[config.mk]
export PLATFORM = sky130hd
export DESIGN_NAME = fetch_queue
export DESIGN_NICKNAME = d
export VERILOG_FILES = /design/src/rtl/fetch_queue.sv
export SDC_FILE = /design/constraint.sdc
export NUM_CORES = 1
export LEC_CHECK = 0
export BUFFER_PORTS_ARGS = -buffer_cell sky130_fd_sc_hd__clkbuf_2
export CAP_MARGIN = 0
export CELL_PAD_IN_SITES_DETAIL_PLACEMENT = 0
export CELL_PAD_IN_SITES_GLOBAL_PLACEMENT = 1
export CORE_MARGIN = 2
export CORE_UTILIZATION = 44
export CTS_BUF_LIST = sky130_fd_sc_hd__clkbuf_16
export DETAILED_ROUTE_END_ITERATION = 6
export MAX_ROUTING_LAYER = met4
export PLACE_DENSITY_LB_ADDON = 0.1
export SLEW_MARGIN = 5
export SYNTH_ARGS = -nofsm -noshare
export SYNTH_HDL_FRONTEND = slang
export SYNTH_SLANG_ARGS = --single-unit
export TNS_END_PERCENT = 1
[constraint.sdc]
create_clock -name clk -period 11.5 [get_ports clk]
set_input_delay 2.3 -clock clk [delete_from_list [all_inputs] [get_ports clk]]
set_output_delay 2.3 -clock clk [all_outputs]
set_load 0.02 [all_outputs]
[src/rtl/fetch_queue.sv]
// fetch_queue: issues one instruction fetch per PC value and buffers responses in order toward decode.
// Optional macro FETCH_PERF_EN adds issue/flush/full-stall performance counters.
module fetch_queue #(
    parameter int unsigned ADDR_W = 32,
    parameter int unsigned DATA_W = 32,
    parameter int unsigned DEPTH  = 4
) (
    input  logic                     clk,
    input  logic                     rst,
    input  logic [ADDR_W-1:0]        pc_addr,
    output logic                     pc_enable,
    input  logic                     flush,
    output logic                     im_req,
    output logic [ADDR_W-1:0]        im_addr,
    input  logic [DATA_W-1:0]        im_rdata,
    input  logic                     im_rvalid,
    output logic                     id_valid,
    output logic [DATA_W-1:0]        id_inst,
    output logic [ADDR_W-1:0]        id_pc,
    input  logic                     id_ready,
    output logic [$clog2(DEPTH):0]   q_count
`ifdef FETCH_PERF_EN
    ,
    output logic [31:0]              perf_issue_cnt,
    output logic [31:0]              perf_flush_cnt,
    output logic [31:0]              perf_stall_cnt
`endif
);

    localparam int unsigned PTR_W = $clog2(DEPTH);
    localparam int unsigned CNT_W = PTR_W + 1;
    localparam int unsigned OCC_W = CNT_W + 1;

    logic [DATA_W-1:0] inst_q [DEPTH];
    logic [DATA_W-1:0] inst_d [DEPTH];
    logic [ADDR_W-1:0] pc_q   [DEPTH];
    logic [ADDR_W-1:0] pc_d   [DEPTH];
    logic [PTR_W-1:0]  head_q, head_d;
    logic [PTR_W-1:0]  tail_q, tail_d;
    logic [CNT_W-1:0]  count_q, count_d;
    logic              outstanding_q, outstanding_d;
    logic              drop_q, drop_d;
    logic [ADDR_W-1:0] req_pc_q, req_pc_d;

    logic [OCC_W-1:0]  occupancy;
    logic              has_room;
    logic              full;
    logic              resp;
    logic              issue;
    logic              push;
    logic              pop;

    // In-flight request counts against capacity; a same-cycle pop is not credited.
    assign occupancy = OCC_W'(count_q) + OCC_W'(outstanding_q);
    assign has_room  = occupancy < OCC_W'(DEPTH);
    assign full      = count_q == CNT_W'(DEPTH);
    assign resp      = outstanding_q && im_rvalid;
    assign issue     = !flush && has_room && (!outstanding_q || (im_rvalid && !drop_q));
    assign push      = resp && !drop_q && !flush;
    assign pop       = (count_q != '0) && id_ready && !flush;

    // Strobes are gated only at the outputs so reset never enters a flop's data cone.
    assign im_req    = issue && !rst;
    assign pc_enable = (issue || flush) && !rst;
    assign im_addr   = pc_addr;

    assign id_valid  = count_q != '0;
    assign id_inst   = inst_q[head_q];
    assign id_pc     = pc_q[head_q];
    assign q_count   = count_q;

    always_comb begin
        head_d        = head_q;
        tail_d        = tail_q;
        count_d       = count_q;
        outstanding_d = outstanding_q;
        drop_d        = drop_q;
        req_pc_d      = req_pc_q;
        inst_d        = inst_q;
        pc_d          = pc_q;

        if (flush) begin
            head_d  = '0;
            tail_d  = '0;
            count_d = '0;
        end else begin
            if (push) begin
                inst_d[tail_q] = im_rdata;
                pc_d[tail_q]   = req_pc_q;
                tail_d         = tail_q + PTR_W'(1);
            end
            if (pop) begin
                head_d = head_q + PTR_W'(1);
            end
            count_d = count_q + CNT_W'(push) - CNT_W'(pop);
        end

        // A response arriving under flush or drop is simply consumed.
        if (resp) begin
            drop_d = 1'b0;
        end else if (flush && outstanding_q) begin
            drop_d = 1'b1;
        end

        if (issue) begin
            outstanding_d = 1'b1;
            req_pc_d      = pc_addr;
        end else if (resp) begin
            outstanding_d = 1'b0;
        end
    end

    always_ff @(posedge clk or posedge rst) begin
        if (rst) begin
            head_q        <= '0;
            tail_q        <= '0;
            count_q       <= '0;
            outstanding_q <= 1'b0;
            drop_q        <= 1'b0;
            req_pc_q      <= '0;
            for (int i = 0; i < int'(DEPTH); i++) begin
                inst_q[i] <= '0;
                pc_q[i]   <= '0;
            end
        end else begin
            head_q        <= head_d;
            tail_q        <= tail_d;
            count_q       <= count_d;
            outstanding_q <= outstanding_d;
            drop_q        <= drop_d;
            req_pc_q      <= req_pc_d;
            inst_q        <= inst_d;
            pc_q          <= pc_d;
        end
    end

`ifdef FETCH_PERF_EN
    logic [31:0] perf_issue_q, perf_issue_d;
    logic [31:0] perf_flush_q, perf_flush_d;
    logic [31:0] perf_stall_q, perf_stall_d;

    always_comb begin
        perf_issue_d = perf_issue_q + 32'(issue);
        perf_flush_d = perf_flush_q + 32'(flush);
        perf_stall_d = perf_stall_q + 32'(!flush && !issue && full);
    end

    always_ff @(posedge clk or posedge rst) begin
        if (rst) begin
            perf_issue_q <= '0;
            perf_flush_q <= '0;
            perf_stall_q <= '0;
        end else begin
            perf_issue_q <= perf_issue_d;
            perf_flush_q <= perf_flush_d;
            perf_stall_q <= perf_stall_d;
        end
    end

    assign perf_issue_cnt = perf_issue_q;
    assign perf_flush_cnt = perf_flush_q;
    assign perf_stall_cnt = perf_stall_q;
`endif

endmodule

After elaboration in Yosys (flattened, before gate mapping). Cells that the tools add are included.

Order comparisons: 4. Reduce and logical (&&, ||, !) cells: 24. Bitwise gates (word level): 3. Add/subtract/negate cells: 5. Multiplexer cells: 19.

Operators with widths (count): 128-bit bitwise mux (2); 32-bit two-way mux (5); 32-bit binary-select mux with 2-bit select (2); 32-bit demux with 2-bit select (1); 1-bit logical AND (12); 2-bit two-way mux (4); 2-bit nonzero test (4); 3-bit >= comparator, second input constant (2); 2-bit inverter with 3-bit output (2); 2-bit by 1-bit adder with 2-bit output, second input constant (2); 3-bit by 1-bit adder with 4-bit output (1); 1-bit logical NOT (4); 4-bit by 3-bit < comparator with 1-bit output, second input constant (1); 1-bit two-way mux (4); 3-bit by 1-bit adder with 3-bit output (1); 3-bit by 1-bit < comparator with 1-bit output, second input constant (1); 3-bit two-way mux (1); 3-bit nonzero test (1); 3-bit by 1-bit subtractor with 3-bit output (1); 1-bit logical OR (2); 2-bit AND reduction (1); 1-bit inverter (1).

Flip-flop bits (word level): 297. Output and inout bits: 102. Logic and storage cells: 69. Bits of input ports: 69.

Depth between registers and ports, before layout.
Depth after elaboration: 6. Mapped depth: 10. Mapped depth without buffers: 10.

Least setup slack after synthesis. No wires, ideal clock.

Kind: input -> output. Start: in rst. End: out pc_enable. Setup slack: 161 ps. Required time: 9200 ps. Buffers on the path: 0. Arrival time: 9039 ps. Stages on the path: 2. Path through: inv_1 o21a_1.

Cells in the longest elaborated chain, start to end: 2.

RTL lines: from (decl) (line 9) `input logic rst,`; 1-bit logical NOT (no source line); 1-bit logical AND (line 64) `assign pc_enable = (issue || flush) && !rst;`; to (decl) (line 11) `output logic pc_enable,`.

No other way between the ends.

Worst setup path in the final report. Ends and elaborated chain as after synthesis.

==> results.sh <==
export IMPL_run_status="finished clean"
export IMPL_drt_pass1_iterations=4
export IMPL_power_density_nw_per_um2=249.5
export IMPL_layout_nets=989
export IMPL_ant_nets=0
export IMPL_ys_types=27
export IMPL_fin_setup_tns_ns=0
export IMPL_yosys_area_share_xor_xnor_pct=0.3349
export IMPL_met1_usage_pct=23.67
export IMPL_r2r_setup_slack_ns=8.91
export IMPL_fin_worst_skew_ns=0.005991
export IMPL_hp_class="reg -> reg"
export IMPL_drtIter0Drc=230
export IMPL_fin_crit_ns=5.752
export IMPL_wl_per_cell_um=21.33
export IMPL_clock_fmax_ghz=0.1738
export IMPL_crit_arrival_ns=3.45
export IMPL_cp_max_fo=140
export IMPL_max_cap_viol_count=0
export IMPL_synth_edff_count=0
export IMPL_fp_dieW_um=176.4
export IMPL_worstReg2RegEnd="req_pc_q[31]"
export IMPL_crit_path_end_kind="output port"
export IMPL_cts_sinks=297
export IMPL_power_leakage_uw=0.007254
export IMPL_tightestPinTransition_ns=1.164
export IMPL_synth_cell_area_um2=13080
export IMPL_vias=7028
export IMPL_num_antenna_cells=0
export IMPL_area_growth_pct=14.07
export IMPL_synth_compound_area_share_pct=0.3158
export IMPL_grt_pass1_vias=7999
export IMPL_worstRegToRegCells=6
export IMPL_layout_common_cells="dfrtp_1, mux2_2, clkbuf_2"
export IMPL_period_share_pct=50.02
export IMPL_synthArstFlopShare_pct=100.0
export IMPL_setup_viol=0
export IMPL_synth_simple_area_share_pct=0.9569
export IMPL_holdPathStages=1
export IMPL_synthCells=774
export IMPL_totalPowerFinal_uw=3721
export IMPL_required_ns=9.20
export IMPL_path_clk_slew_ns=0.05
export IMPL_drt_vias_per_instance=5.304
export IMPL_slew_viol_final=0
export IMPL_cts_setup_buffers=0
export IMPL_synth_nets=851
export IMPL_cts_buffer_depth=3
export IMPL_wl_mm=28.26
export IMPL_grt_use_total_pct=19.14
export IMPL_top_usage_layer="met2"
export IMPL_ys_ff_latch=297
export IMPL_critPathKind="in -> out"
export IMPL_mostFrequentLayoutCell="dfrtp_1"
export IMPL_clk_insertion_delay_late_ns=0.50
export IMPL_hold_path_end="pc_q[91]"
export IMPL_cts_resized=0
export IMPL_dpl_hpwl_mm=17.07
export IMPL_synth_top_family_by_area="multiplexers"
export IMPL_die_y_um=176.4
export IMPL_root_buffer="clkbuf_16"
export IMPL_cts_tree="built"
export IMPL_overflow=0
export IMPL_gp_congestion=0.7249
export IMPL_rsz0062_at_grt="false"
export IMPL_drc_errors=0
export IMPL_cts_made_buffers=34
export IMPL_avgSynthCellArea_um2=16.89
export IMPL_grt_max_degree=160
export IMPL_use_met2_pct=32.57
export IMPL_row_count=63
export IMPL_synth_seq_area_share_pct=56.84
export IMPL_worstHoldStart="pc_q[91]"
export IMPL_synthMuxAreaShare_pct=35.83
export IMPL_synth_top_flop_cell="dfrtp_1"
export IMPL_ios=171
export IMPL_post_route_util_pct=50.59
export IMPL_grt_pass1_wl_mm=44.47
export IMPL_initial_core_util_pct=44.35
export IMPL_hold_viol=0
export IMPL_core_area_um2=29480
export IMPL_start_kind="input pin"
export IMPL_drive_above_1_share_pct=61.71
export IMPL_antenna_found_initial=0
export IMPL_yosysWarningCount=0
export IMPL_ir_drop_mv=0.1551
export IMPL_die_area_um2=31110
export IMPL_fin_cells=1325
export IMPL_yosys_area_share_adder_pct=0.8230
export IMPL_cts_hold_buf=0
export IMPL_dp_cells=1266
export IMPL_grt_util_met3_pct=3.725
export IMPL_max_slew_margin_pct=22.38
export IMPL_cts_max_level=2
export IMPL_numPortBuffers=170
export IMPL_reg2reg_from="q_count[1]"
[report_power, final]
| part | leakage, µW | internal (µW) | switching (µW) |
|---|---|---|---|
| clock network | 0.000531 | 573 | 403 |
| logic | 0.00282 | 599 | 595 |
| registers | 0.00390 | 1340 | 211 |
| total | 0.00725 | 2510 | 1210 |
[metal layers]
| layer | share of wire (%) | routed length, µm |
|---|---|---|
| met5 | 0 | 0 |
| met2 | 51 | 14430 |
| met1 | 42 | 11860 |
| met3 | 5.1 | 1447 |
| met4 | 1.9 | 527 |
[sequential cells by signal (all words and copies together), names as in the netlist]
register and cells:
req_pc_q 32, q_count 3, inst_q 128, outstanding_q 1
tail_q 2, drop_q 1, head_q 2, pc_q 128
[cell families after synthesis]
logic type,after synthesis
flip-flops,297
adder cells (fa/ha/maj),8
multiplexers,352
XOR/XNOR,5
AO/OA/AOI/OAI,7
buffers and inverters,82
AND/OR/NAND/NOR,23
[cells in the mapped netlist, types with 2 or more instances]
| master | instances | area (µm²) |
|---|---|---|
| dfrtp_1 | 297 | 7432 |
| mux2_2 | 288 | 3243 |
| mux4_2 | 64 | 1441 |
| buf_4 | 38 | 285.3 |
| buf_6 | 24 | 270.3 |
| buf_2 | 8 | 40.04 |
| inv_1 | 8 | 30.03 |
| nor2_1 | 8 | 30.03 |
| ha_1 | 7 | 87.58 |
| nand2_1 | 4 | 15.01 |
| nand2_2 | 4 | 25.02 |
| a21oi_1 | 3 | 15.01 |
| buf_1 | 3 | 11.26 |
| xnor2_1 | 3 | 26.28 |
| nand3_1 | 2 | 10.01 |
| xor2_1 | 2 | 17.52 |
[final cells by class]
| type | instances | area, µm² |
|---|---|---|
| fillers | 2533 | 14570 |
| flip-flops and latches | 297 | 7440 |
| multi-input cells | 395 | 5029 |
| clock buffers | 37 | 925.9 |
| repair buffers | 176 | 908.4 |
| well taps | 390 | 488.0 |
| clock inverters | 22 | 86.33 |
| inverters | 8 | 37.54 |
[per-stage QoR]
step | setup WS (ns) | area, µm² | hold WS (ns)
3_3_place_gp | 5.687 | 13900 | 0.4812
5_1_grt | 5.535 | 14910 | 0.5113
3_5_place_dp | 5.632 | 13900 | 0.4872
2_1_floorplan | 0.1613 | 13080 | 0.4738
4_1_cts | 5.627 | 14910 | 0.4990
6_report | 5.748 | 14910 | 0.4987
[worst max-delay path, cell delays in order]
cell	delay (ns)
clkbuf_2	0.13
inv_8	0.63
o21a_1	0.22
clkbuf_2	0.16
[how the worst max path moves through the flow]
stage,slack [ns],start,end
floorplan,0.16,rst,pc_enable
global placement,5.69,rst,pc_enable
detailed placement,5.63,rst,pc_enable
CTS,5.63,rst,pc_enable
global route,5.53,rst,pc_enable
finish,5.75,rst,pc_enable
No activity file was read; power rests on OpenSTA's default activity.
